<file path="src/rtl/epl_firdfail_seq_if.sv">
// Read-path bundle for the FI-2 read-failure injector: raw read in, registered read out, injector controls.
// Default geometry macros apply only when the memory spec header has not already defined them.
`ifndef ADDR_WIDTH
`define ADDR_WIDTH 4
`endif
`ifndef WORD
`define WORD 16
`endif
`ifndef TWORD_WIDTH
`define TWORD_WIDTH 22
`endif
`ifndef FAULT
`define FAULT 4
`endif

interface epl_firdfail_seq_if #(parameter int CNT_WIDTH = 8);
    logic [`ADDR_WIDTH-1:0]  pA_i;
    logic                    pRDVLD_i;
    logic [`TWORD_WIDTH-1:0] pCODEWORD_i;
    logic [`FAULT-1:0]       pFS_i;
    logic [`WORD-1:0]        pFiWordMask_i;
    logic [`TWORD_WIDTH-1:0] pFiBitMask_i;
    logic                    pFiForceZero_i;
    logic                    pFiArm_i;
    logic [1:0]              pFiMode_i;
    logic [CNT_WIDTH-1:0]    pFiCnt_i;

    logic [`ADDR_WIDTH-1:0]  pA_o;
    logic                    pRDVLD_o;
    logic [`TWORD_WIDTH-1:0] pCODEWORD_o;
    logic [1:0]              pFiState_o;
    logic [CNT_WIDTH-1:0]    pInjCnt_o;
    logic                    pLogVld_o;
    logic [`ADDR_WIDTH-1:0]  pLogA_o;
    logic [`TWORD_WIDTH-1:0] pLogSyn_o;

    modport master (
        output pA_i, pRDVLD_i, pCODEWORD_i, pFS_i, pFiWordMask_i, pFiBitMask_i,
               pFiForceZero_i, pFiArm_i, pFiMode_i, pFiCnt_i,
        input  pA_o, pRDVLD_o, pCODEWORD_o, pFiState_o, pInjCnt_o, pLogVld_o, pLogA_o, pLogSyn_o
    );

    modport slave (
        input  pA_i, pRDVLD_i, pCODEWORD_i, pFS_i, pFiWordMask_i, pFiBitMask_i,
               pFiForceZero_i, pFiArm_i, pFiMode_i, pFiCnt_i,
        output pA_o, pRDVLD_o, pCODEWORD_o, pFiState_o, pInjCnt_o, pLogVld_o, pLogA_o, pLogSyn_o
    );
endinterface

</file>
<file path="src/rtl/epl_firdfail_seq.sv">
// FI-2 read-failure injector: 1-cycle read register that corrupts armed hits (persist/one-shot/burst/interval).
// Define EPL_FI_RD_LOG_EN to build the sticky first-injection log; otherwise the log outputs read 0.
//
// state | meaning
// IDLE  | FI-2 disabled or never armed; data passes unmodified
// ARMED | hits are evaluated against the latched mode/N
// DONE  | one-shot or burst finished; data passes unmodified until re-arm
`ifndef ADDR_WIDTH
`define ADDR_WIDTH 4
`endif
`ifndef WORD
`define WORD 16
`endif
`ifndef TWORD_WIDTH
`define TWORD_WIDTH 22
`endif
`ifndef FAULT
`define FAULT 4
`endif

module epl_firdfail_seq #(
    parameter int CNT_WIDTH = 8
) (
    input logic                pCLK_i,
    input logic                pRST_i,
    epl_firdfail_seq_if.slave  bus
);
    localparam logic [CNT_WIDTH-1:0] CNT_ONE = {{(CNT_WIDTH-1){1'b0}}, 1'b1};

    typedef enum logic [1:0] {
        ST_IDLE  = 2'b00,
        ST_ARMED = 2'b01,
        ST_DONE  = 2'b10
    } state_t;

    state_t                  state, stateNext;
    logic [1:0]              modeLat, modeNext;
    logic [CNT_WIDTH-1:0]    nLat, nNext;
    logic [CNT_WIDTH-1:0]    seqCnt, seqCntNext;
    logic [CNT_WIDTH-1:0]    injCnt, injCntNext;
    logic                    fsEn, hit, inj, seqTc;
    logic [`TWORD_WIDTH-1:0] corrupted;

    logic [`ADDR_WIDTH-1:0]  aReg;
    logic                    vldReg;
    logic [`TWORD_WIDTH-1:0] cwReg;

    always_comb begin
        stateNext  = state;
        modeNext   = modeLat;
        nNext      = nLat;
        seqCntNext = seqCnt;
        injCntNext = injCnt;
        inj        = 1'b0;
        fsEn       = bus.pFS_i[1];
        seqTc      = (seqCnt == CNT_ONE);
        hit        = bus.pRDVLD_i & fsEn & bus.pFiWordMask_i[bus.pA_i]
                     & (state == ST_ARMED) & ~bus.pFiArm_i;
        corrupted  = bus.pFiForceZero_i ? '0 : (bus.pCODEWORD_i ^ bus.pFiBitMask_i);

        if (!fsEn) begin
            stateNext = ST_IDLE;
        end else if (bus.pFiArm_i) begin
            stateNext  = ST_ARMED;
            modeNext   = bus.pFiMode_i;
            nNext      = (bus.pFiCnt_i == '0) ? CNT_ONE : bus.pFiCnt_i;
            seqCntNext = nNext;
            injCntNext = '0;
        end else if (hit) begin
            // seqCnt is a down-counter: remaining burst injections, or hits left to the next interval strike
            unique case (modeLat)
                2'b00: inj = 1'b1;
                2'b01: begin
                    inj       = 1'b1;
                    stateNext = ST_DONE;
                end
                2'b10: begin
                    inj = 1'b1;
                    if (seqTc) stateNext  = ST_DONE;
                    else       seqCntNext = seqCnt - CNT_ONE;
                end
                default: begin
                    inj        = seqTc;
                    seqCntNext = seqTc ? nLat : (seqCnt - CNT_ONE);
                end
            endcase
            if (inj && (injCnt != '1)) injCntNext = injCnt + CNT_ONE;
        end
    end

    always_ff @(posedge pCLK_i or posedge pRST_i) begin
        if (pRST_i) begin
            state   <= ST_IDLE;
            modeLat <= 2'b00;
            nLat    <= CNT_ONE;
            seqCnt  <= '0;
            injCnt  <= '0;
            aReg    <= '0;
            vldReg  <= 1'b0;
            cwReg   <= '0;
        end else begin
            state   <= stateNext;
            modeLat <= modeNext;
            nLat    <= nNext;
            seqCnt  <= seqCntNext;
            injCnt  <= injCntNext;
            aReg    <= bus.pA_i;
            vldReg  <= bus.pRDVLD_i;
            cwReg   <= inj ? corrupted : bus.pCODEWORD_i;
        end
    end

    assign bus.pA_o        = aReg;
    assign bus.pRDVLD_o    = vldReg;
    assign bus.pCODEWORD_o = cwReg;
    assign bus.pFiState_o  = state;
    assign bus.pInjCnt_o   = injCnt;

`ifdef EPL_FI_RD_LOG_EN
    logic                    logVld;
    logic [`ADDR_WIDTH-1:0]  logA;
    logic [`TWORD_WIDTH-1:0] logSyn;

    // Log survives FI-2 disable; only a qualified arm clears it
    always_ff @(posedge pCLK_i or posedge pRST_i) begin
        if (pRST_i) begin
            logVld <= 1'b0;
            logA   <= '0;
            logSyn <= '0;
        end else if (fsEn && bus.pFiArm_i) begin
            logVld <= 1'b0;
            logA   <= '0;
            logSyn <= '0;
        end else if (inj && !logVld) begin
            logVld <= 1'b1;
            logA   <= bus.pA_i;
            logSyn <= bus.pCODEWORD_i ^ corrupted;
        end
    end

    assign bus.pLogVld_o = logVld;
    assign bus.pLogA_o   = logA;
    assign bus.pLogSyn_o = logSyn;
`else
    assign bus.pLogVld_o = 1'b0;
    assign bus.pLogA_o   = '0;
    assign bus.pLogSyn_o = '0;
`endif
endmodule

</file>
<file path="src/flat_wrapper.sv">
// flat-port wrapper written by rule: the top's interface ports become plain ports
module epl_firdfail_seq_flat 
#(
    parameter int CNT_WIDTH = 8
)
  (pCLK_i, pRST_i, bus_pA_i, bus_pRDVLD_i, bus_pCODEWORD_i, bus_pFS_i, bus_pFiWordMask_i, bus_pFiBitMask_i, bus_pFiForceZero_i, bus_pFiArm_i, bus_pFiMode_i, bus_pFiCnt_i, bus_pA_o, bus_pRDVLD_o, bus_pCODEWORD_o, bus_pFiState_o, bus_pInjCnt_o, bus_pLogVld_o, bus_pLogA_o, bus_pLogSyn_o);
  epl_firdfail_seq_if #(.CNT_WIDTH(CNT_WIDTH)) bus_i ();
  input logic pCLK_i;
  input logic pRST_i;
  input wire logic [$bits(bus_i.pA_i)-1:0] bus_pA_i;
  input wire logic [$bits(bus_i.pRDVLD_i)-1:0] bus_pRDVLD_i;
  input wire logic [$bits(bus_i.pCODEWORD_i)-1:0] bus_pCODEWORD_i;
  input wire logic [$bits(bus_i.pFS_i)-1:0] bus_pFS_i;
  input wire logic [$bits(bus_i.pFiWordMask_i)-1:0] bus_pFiWordMask_i;
  input wire logic [$bits(bus_i.pFiBitMask_i)-1:0] bus_pFiBitMask_i;
  input wire logic [$bits(bus_i.pFiForceZero_i)-1:0] bus_pFiForceZero_i;
  input wire logic [$bits(bus_i.pFiArm_i)-1:0] bus_pFiArm_i;
  input wire logic [$bits(bus_i.pFiMode_i)-1:0] bus_pFiMode_i;
  input wire logic [$bits(bus_i.pFiCnt_i)-1:0] bus_pFiCnt_i;
  output wire logic [$bits(bus_i.pA_o)-1:0] bus_pA_o;
  output wire logic [$bits(bus_i.pRDVLD_o)-1:0] bus_pRDVLD_o;
  output wire logic [$bits(bus_i.pCODEWORD_o)-1:0] bus_pCODEWORD_o;
  output wire logic [$bits(bus_i.pFiState_o)-1:0] bus_pFiState_o;
  output wire logic [$bits(bus_i.pInjCnt_o)-1:0] bus_pInjCnt_o;
  output wire logic [$bits(bus_i.pLogVld_o)-1:0] bus_pLogVld_o;
  output wire logic [$bits(bus_i.pLogA_o)-1:0] bus_pLogA_o;
  output wire logic [$bits(bus_i.pLogSyn_o)-1:0] bus_pLogSyn_o;
  assign bus_i.pA_i = bus_pA_i;
  assign bus_i.pRDVLD_i = bus_pRDVLD_i;
  assign bus_i.pCODEWORD_i = bus_pCODEWORD_i;
  assign bus_i.pFS_i = bus_pFS_i;
  assign bus_i.pFiWordMask_i = bus_pFiWordMask_i;
  assign bus_i.pFiBitMask_i = bus_pFiBitMask_i;
  assign bus_i.pFiForceZero_i = bus_pFiForceZero_i;
  assign bus_i.pFiArm_i = bus_pFiArm_i;
  assign bus_i.pFiMode_i = bus_pFiMode_i;
  assign bus_i.pFiCnt_i = bus_pFiCnt_i;
  assign bus_pA_o = bus_i.pA_o;
  assign bus_pRDVLD_o = bus_i.pRDVLD_o;
  assign bus_pCODEWORD_o = bus_i.pCODEWORD_o;
  assign bus_pFiState_o = bus_i.pFiState_o;
  assign bus_pInjCnt_o = bus_i.pInjCnt_o;
  assign bus_pLogVld_o = bus_i.pLogVld_o;
  assign bus_pLogA_o = bus_i.pLogA_o;
  assign bus_pLogSyn_o = bus_i.pLogSyn_o;
  epl_firdfail_seq #(.CNT_WIDTH(CNT_WIDTH)) u_core (.pCLK_i(pCLK_i), .pRST_i(pRST_i), .bus(bus_i));
endmodule
</file>
<file path="config.mk">
export PLATFORM = sky130hd
export DESIGN_NAME = epl_firdfail_seq_flat
export DESIGN_NICKNAME = d
export VERILOG_FILES = /design/src/rtl/epl_firdfail_seq_if.sv /design/src/rtl/epl_firdfail_seq.sv /design/src/flat_wrapper.sv
export SDC_FILE = /design/constraint.sdc
export NUM_CORES = 1
export LEC_CHECK = 0
export CORE_MARGIN = 10
export CORE_UTILIZATION = 46
export DETAILED_ROUTE_END_ITERATION = 8
export GPL_ROUTABILITY_DRIVEN = 1
export PLACE_DENSITY = 0.86
export RECOVER_POWER = 50
export SLEW_MARGIN = 20
export SYNTH_ARGS = -nofsm -noshare
export SYNTH_HDL_FRONTEND = slang
export SYNTH_SLANG_ARGS = --single-unit
</file>
<file path="constraint.sdc">
create_clock -name pCLK_i -period 4.7 [get_ports pCLK_i]
set_input_delay 0.47 -clock pCLK_i [delete_from_list [all_inputs] [get_ports pCLK_i]]
set_output_delay 0.47 -clock pCLK_i [all_outputs]
set_load 0.005 [all_outputs]
</file>
### Word-level counts from Yosys, hierarchy flattened

Cells that the tools add are included.

* add/sub/neg operators: 2
* $lt $le $gt $ge: 1
* eq/ne operators: 10
* muxes and demuxes: 25
* bitwise gates (word level): 6
* reductions and logical operators: 11

Operator list (number)
* $mux W8: 8
* $mux W22: 2
* $xor A22 B22 Y22: 1
* $pmux W8 S2: 1
* $add A8 B1 Y8 const B: 1
* $eq A8 B1 Y1 const B: 1
* $logic_not A8 Y1: 1
* $mux W1: 8
* $mux W2: 4
* $ne A8 B8 Y1 const B: 1
* $sub A8 B1 Y8 const B: 1
* $reduce_and A3 Y1: 2
* $lt A4 B5 Y1 const B: 1
* $and A1 B1 Y1: 4
* $bmux W1 S4: 1
* $eq A2 B1 Y1 const B: 2
* $ne A4 B1 Y1 const B: 1
* $ne A4 B3 Y1 const B: 1
* $pmux W2 S2: 1
* $reduce_and A4 Y1: 1
* $reduce_bool A2 Y1: 2
* $ne A3 B1 Y1 const B: 1
* $ne A3 B3 Y1 const B: 1
* $reduce_or A3 Y1: 1
* other kinds (7): 7

* bits in registers: 55
* input bits: 83
* output and inout port bits: 64
* logic and storage cells: 63

### Longest topological paths before layout

Gate-level depths: netlist of the first run.

* depth in word-level cells: 12
* gate-level depth with buffers: 10
* gate-level depth less buffers: 8

### Worst setup path after synthesis of the first run

No wires, ideal clock.

* path type: input to register
* start point: input bus_pFS_i[1]
* end point: register u_core.seqCnt[2]
* library setup time: 125 ps
* data arrival time: 1999 ps
* data required time: 4575 ps
* slack: 2576 ps
* stages on the path: 8
* cells stage by stage: clkbuf_1 nand4b_1 a211oi_1 nand3_1 a21oi_1 or2_1 buf_4 mux2_2

* cells in the longest elaborated chain, start to end: 6

Ends and longest elaborated chain
* from (decl): RTL line flat_wrapper.sv:13 `input wire logic [$bits(bus_i.pFS_i)-1:0] bus_pFS_i;`
* $and A1 B1 Y1 (2 in series): RTL line epl_firdfail_seq.sv:57 `hit = bus.pRDVLD_i & fsEn & bus.pFiWordMask_i[bus.pA_i]`
* $and A1 B1 Y1 (2 in series): RTL line epl_firdfail_seq.sv:58 `& (state == ST_ARMED) & ~bus.pFiArm_i;`
* $reduce_bool A2 Y1 (no line)
* $reduce_and A4 Y1 (no line) (*)
* to (signal assigned): RTL line epl_firdfail_seq.sv:105 `seqCnt <= seqCntNext;`
* to (decl): RTL line epl_firdfail_seq.sv:39 `logic [CNT_WIDTH-1:0] seqCnt, seqCntNext;`

Mark *: on every way between the ends. The rest lies on a longest branch, timed or not.
A chain may end at the register's enable or synchronous reset.

### Worst setup path after layout of the first run

* start point: input bus_pA_i[0]
* end point: register u_core.cwReg[20] (netlist: u_core.bus.pCODEWORD_o[20])

* cells in the longest elaborated chain, start to end: 9

Ends and longest elaborated chain
* from (decl): RTL line flat_wrapper.sv:10 `input wire logic [$bits(bus_i.pA_i)-1:0] bus_pA_i;`
* $bmux W1 S4: RTL line epl_firdfail_seq.sv:57
* $mux W1 (implied by the code): RTL line epl_firdfail_seq.sv:57
* $and A1 B1 Y1: RTL line epl_firdfail_seq.sv:57
* $and A1 B1 Y1 (2 in series): RTL line epl_firdfail_seq.sv:58
* $mux W1: RTL line epl_firdfail_seq.sv:69 `end else if (hit) begin`
* $mux W1: RTL line epl_firdfail_seq.sv:63 `end else if (bus.pFiArm_i) begin`
* $mux W1: RTL line epl_firdfail_seq.sv:61 `if (!fsEn) begin`
* $mux W22: RTL line epl_firdfail_seq.sv:109 `cwReg <= inj ? corrupted : bus.pCODEWORD_i;`
* to (signal assigned): RTL line epl_firdfail_seq.sv:109
* to (decl): RTL line epl_firdfail_seq.sv:46 `` logic [`TWORD_WIDTH-1:0] cwReg; ``

No other way between the ends. The select of a mux whose other input is x is not followed.

==> flow_summary.ini, run 1 <==
[placement]
gp_congestion = 0.8521
pre_cts_ws_ps = 1531
place_inst = 535
hpwl_mm = 7.062
io_buffers = 116
place_area_sq_mm = 0.004513

[sta]
fin_hold_ws_ps = 489.9
skew_ps = 16.09
fin_crit_ps = 2864
worstMarginPinSlew_ps = 984.5
fmax_mhz = 349.1
finalSetupViolCount = 0
final.period_utilization_pct = 60.94
final.setup.worst_slack_ps = 1836
slew-limit-headroom_pct = 34.37
hold_viol = 0
rsz0062_at_grt = no
tns_ps = 0
timing.final.max_slew_violations = 0

[final_layout]
n_antenna_cell = 0
finalNetCount = 533
syn_to_final_growth_pct = 33.64
final.fill_count = 608
design_area_sq_mm = 0.004608
instances_no_fill = 543
post-route-util_pct = 63.53
drive_above_1_share_pct = 9.009

[setup_path]
cpPeakStageDelay_ps = 820
crit_path_end_kind = flop
path_class = input port to flop
path_delay_family = compound AO/OA/AOI/OAI gates
critPathLaunchType = input port
crit_chain = dlygate4sd3_1, mux2i_1, a32oi_1, nand3_1, a21o_2, nor4b_1, a211o_1
cp_max_fo = 45
slowest_stage = a21o_2
cp.arrival_ps = 3060
cp_data_required_time_ps = 4890
path_buf_inv = 1

[clocking]
clk_pin_slew_ps = 100
htreeDepth = 2
clock-root-buffer = clkbuf_8
tritoncts = done
cts_made_buffers = 5
cts_post_setup_buffers_inserted = 0
clkSinkCount = 55
cts_resized = 0
holdBufCountCts = 0
clock_latency_ps = 310
clockBufferDepth = 2

[global_routing]
grt_pass1_vias = 3002
antenna_found_initial = 0
grt_busiest_layer = met2
met1_usage_pct = 16.64
gr-total-overflow = 0
met2_usage_pct = 28.53
grt_util_met3_pct = 6.108
grt_first_pass_wirelength_mm = 14.75
grt_max_degree = 56
grt.total_usage_pct = 15.60

[yosys]
ys.flop_type = dfrtp_1
synthesis.area_sq_mm = 0.003448
synth-simple-area-share_pct = 24.64
ys_seq_area_share_pct = 39.95
async_flop_share_pct = 100.0
synth.avg_cell_area_sq_um = 10.23
ys_types = 51
synth_edf_count = 0
synthMuxAreaShare_pct = 6.350
synth_top_family_by_area = simple AND/OR/NAND/NOR gates
synthesis.instances = 337
synth_fa_ha_area_share_pct = 2.540
synth_compound_area_share_pct = 14.22
ys_ff_latch = 55
synth_warnings = 0
synth_xor_area_share_pct = 1.778

[pwr]
p_sw_uw = 361.9
combPwrFrac_pct = 29.7
p_total_mw = 1.224
p_clk_share_pct = 22.8
seq_power_share_pct = 47.5
powerDensity_mw_per_mm2 = 265.6
p_int_uw = 861.9
p_sw_share_pct = 29.57
irDropWorstVdd_mv = 0.1402
leakage_nw = 1.943

[routing]
drt_iter0_drc = 88
routed_wl_mm = 9.039
vias_per_cell = 5.250
drc_errors = 0
vias = 2851
wl_per_cell_um = 16.65
antenna_left = 0
dr.pass1.iters = 4

[floorplan]
dieArea_sq_mm = 0.01136
core_area_sq_mm = 0.007253
num_rows = 31
die_x_um = 106.6
ios = 147
start_util_pct = 47.54
die_y_um = 106.6

[status]
outcome = finished clean

[flow_run]
cap_violations = 0

[worst_hold_path]
hp-class = flop to flop
layer usage:
metal | share of wire, % | routed length (um)
met2 | 54 | 4873
met5 | 0 | 0
met4 | 0.80 | 72
met1 | 37 | 3347
met3 | 8.2 | 745
worst register-to-register path, stage by stage, from the launching register on:
cell and delay, ps:
dfrtp_1 390, inv_1 100, ha_1 150, or3b_2 500, o21ai_2 180, nand2_1 80, a21o_2 500, nor4b_1 420
a211o_1 160
cell usage in the layout, fill, tap and decap left out, types with 7 or more instances in the layout:
cell type / instances
nor2_1: 14
mux2i_1: 14
ha_1: 7
o21ai_0: 10
inv_1: 7
dlygate4sd3_1: 19
a211o_1: 23
nor4b_2: 17
nor3b_1: 23
conb_1: 27
a21oi_1: 10
clkdlybuf4s50_1: 96
dfrtp_1: 54
nand2_1: 42
power by group through the flow:
stage / logic [mW] / registers, mW / clock network, mW
after global placement: 0.355 / 0.588 / 0
after global routing: 0.410 / 0.590 / 0.307
after CTS: 0.369 / 0.581 / 0.287
after floorplan: 0.226 / 0.583 / 0
after detailed placement: 0.368 / 0.590 / 0
final: 0.364 / 0.581 / 0.279
synthesized netlist by cell type (7+ instances only):
cell / instances / share of area (%)
mux2i_1: 14 / 4.1
o21ai_0: 10 / 1.5
a21oi_1: 10 / 1.5
buf_6: 7 / 2.3
nor4b_2: 17 / 7.4
dfrtp_1: 54 / 39
nor2_1: 14 / 1.5
buf_4: 28 / 6.1
nor3b_1: 23 / 5.0
ha_1: 7 / 2.5
nand2_1: 42 / 4.6
clkbuf_1: 8 / 0.87
a211o_1: 23 / 5.8
inv_1: 8 / 0.87
layout make-up:
class                      instances  area [sq um]  area share (%)
clock inverter                     1         8.758          0.1901
clock buffer                       7         86.33           1.873
tap                               99         123.9           2.688
inverter                           8         30.03          0.6516
timing repair buffer             118          1171           25.41
multi-input combinational        255          1810           39.29
sequential                        55          1378           29.89
flip-flops by register name (all words and copies together) (netlist names):
signal / flops
u_core.bus.pA_o: 4
u_core.bus.pCODEWORD_o: 22
u_core.bus.pFiState_o: 2
u_core.bus.pInjCnt_o: 8
u_core.bus.pRDVLD_o: 1
u_core.modeLat: 2
u_core.nLat: 8
u_core.seqCnt: 8
final timing paths:
check	start	endpoint	slack, ps	cells after the start
setup / recovery	bus_pA_i[0]	u_core.bus.pCODEWORD_o[20]	1840	7
max in group asynchronous	pRST_i	u_core.nLat[1]	3440	3
setup reg to reg	u_core.seqCnt[1]	u_core.bus.pCODEWORD_o[20]	2170	8
min in group asynchronous	pRST_i	u_core.bus.pCODEWORD_o[4]	790	3
hold / removal	u_core.nLat[4]	u_core.nLat[4]	490	2
hold reg to reg	u_core.nLat[4]	u_core.nLat[4]	490	2
kinds of logic after synthesis:
kind of cell | count (synthesis)
XOR/XNOR | 7
multiplexers | 20
other | 1
flip-flops | 55
AND/OR/NAND/NOR | 127
adder cells (fa/ha/maj) | 7
AO/OA/AOI/OAI | 67
buffers and inverters | 53
No activity file was read; power rests on OpenSTA's default activity.
==> run 2: changes to the inputs <==
- CORE_UTILIZATION: 46 -> 43
- PLACE_DENSITY: 0.86 -> 0.81
- clock period: 4.7 -> 2.9 ns (I/O delays scaled with it)
==> run 2 against run 1 <==
Against the previous run: clock skew is 7.0 ps lower; final area is 1.8% higher; combinational power is 65% higher; first-iteration DRC count is 9.1% higher; critical path depth stayed put; clock power is 91% higher; total power is 69% higher; register-to-register slack worse by 1600 ps; via count is 2.1% higher; clock-buffer cell count is 1 lower; largest power group unchanged; critical endpoint is now u_core.seqCnt[4].
==> flow_summary.ini, run 2 (same netlist as run 1, synthesis figures left out) <==
[pwr]
seq_power_share_pct = 45.5
p_sw_share_pct = 28.34
powerDensity_mw_per_mm2 = 441.8
leakage_nw = 1.989
combPwrFrac_pct = 28.9
irDropWorstVdd_mv = 0.2165
p_clk_share_pct = 25.6
p_int_mw = 1.486
p_sw_uw = 587.5

[clocking]
clockBufferDepth = 2
clk_pin_slew_ps = 100
holdBufCountCts = 0
tritoncts = done
cts_resized = 0
clock-root-buffer = clkbuf_8
cts_made_buffers = 5
cts_post_setup_buffers_inserted = 0
htreeDepth = 2
clock_latency_ps = 300
clkSinkCount = 55

[floorplan]
dieArea_sq_mm = 0.01200
die_x_um = 109.6
ios = 147
start_util_pct = 44.39
die_y_um = 109.6
num_rows = 32
core_area_sq_mm = 0.007767

[routing]
vias = 2910
vias_per_cell = 5.253
routed_wl_mm = 9.076
drc_errors = 0
wl_per_cell_um = 16.38
dr.pass1.iters = 4
antenna_left = 0
drt_iter0_drc = 96

[sta]
rsz0062_at_grt = no
worstMarginPinSlew_ps = 1067
fmax_mhz = 414.9
finalSetupViolCount = 0
hold_viol = 0
timing.final.max_slew_violations = 0
fin_crit_ps = 2410
final.period_utilization_pct = 83.12
tns_ps = 0
slew-limit-headroom_pct = 28.84
skew_ps = 9.126

[placement]
place_area_sq_mm = 0.004589
place_inst = 546
hpwl_mm = 7.248
gp_congestion = 0.8067
io_buffers = 116

[flow_run]
cap_violations = 0

[setup_path]
path_class = input port to flop
path_delay_family = buffers and inverters
crit_chain = dlygate4sd3_1, mux2i_1, a211oi_1, nand3_1, a21oi_1, or2_1, mux2_2
cpPeakStageDelay_ps = 750
cp_data_required_time_ps = 3100
critPathLaunchType = input port
slowest_stage = dlygate4sd3_1
cp_max_fo = 7
path_buf_inv = 1
crit_path_end_kind = flop
cp.arrival_ps = 2610

[status]
outcome = finished clean

[final_layout]
instances_no_fill = 554
largest_register_ffs = 22
final.fill_count = 645
layout_commonest_cell = clkdlybuf4s50_1
n_antenna_cell = 0
final_cell_mix = clkdlybuf4s50_1, dfrtp_1, nand2_1, conb_1
drive_above_1_share_pct = 9.956
design_area_sq_mm = 0.004692
syn_to_final_growth_pct = 36.07
finalNetCount = 541

[global_routing]
gr-total-overflow = 0
grt_pass1_vias = 2987
antenna_found_initial = 0
grt_max_degree = 46
grt_first_pass_wirelength_mm = 14.63
grt.total_usage_pct = 14.68

[worst_hold_path]
hp-class = flop to flop
==> run 2: changes by cell type in the layout (fill, tap and decap cells not counted), moves of 3 or more <==
cell	delta
dlygate4sd3_1	-3
clkbuf_1	+3
buf_4	+3
clkdlybuf4s50_1	+3
==> run 2: worst paths after layout <==
check | from | to | slack [ps] | depth (start not counted)
max | bus_pA_i[0] | u_core.seqCnt[4] | 490 | 7
min | u_core.nLat[5] | u_core.nLat[5] | 490 | 2
max reg2reg | u_core.seqCnt[0] | u_core.seqCnt[4] | 580 | 7
min reg2reg | u_core.nLat[5] | u_core.nLat[5] | 490 | 2
max in group asynchronous | pRST_i | u_core.bus.pInjCnt_o[3] | 900 | 3
min in group asynchronous | pRST_i | u_core.nLat[5] | 560 | 2
==> run 2: through the flow <==
step | utilization (%) | power [mW] | hold slack, ps | setup WS (ps)
2_1_floorplan | - | 1.312 | 321.4 | 811.3
3_3_place_gp | 59.09 | 1.540 | 460.0 | 287.5
3_5_place_dp | 59.09 | 1.564 | 464.1 | 223.3
4_1_cts | 60.60 | 2.101 | 309.0 | 550.6
5_1_grt | 60.41 | 2.202 | 521.5 | 311.5
6_report | 60.41 | 2.073 | 487.3 | 489.5
==> run 2: power by group through the flow <==
| stage | clock network [mW] | logic, mW | registers, mW |
|---|---|---|---|
| 2_1_floorplan | 0 | 0.366 | 0.945 |
| 3_3_place_gp | 0 | 0.586 | 0.954 |
| 3_5_place_dp | 0 | 0.609 | 0.955 |
| 4_1_cts | 0.546 | 0.612 | 0.942 |
| 5_1_grt | 0.577 | 0.666 | 0.958 |
| 6_report | 0.532 | 0.599 | 0.943 |
==> run 2: tightest hold or removal path, cell delays in order (launching register included) <==
cell and delay [ps]:
dfrtp_1 360, nand2_1 50, nand2_1 60
==> run 2: layout make-up <==
class,count,area (sq um),area share (%)
multi-input cells,255,1810,38.59
flip-flops and latches,55,1378,29.36
repair buffers,126,1229,26.19
well taps,102,127.6,2.720
clock buffers,6,82.58,1.760
clock inverters,2,35.03,0.7467
inverters,8,30.03,0.6400
==> run 2: metal layers <==
metal	GRT usage (%)	up-vias	routed length [um]
met4	1.673	0	14
met1	16.42	1402	3498
met3	4.740	4	755
met2	27.26	103	4808
li1	-	1401	-
met5	0	-	0
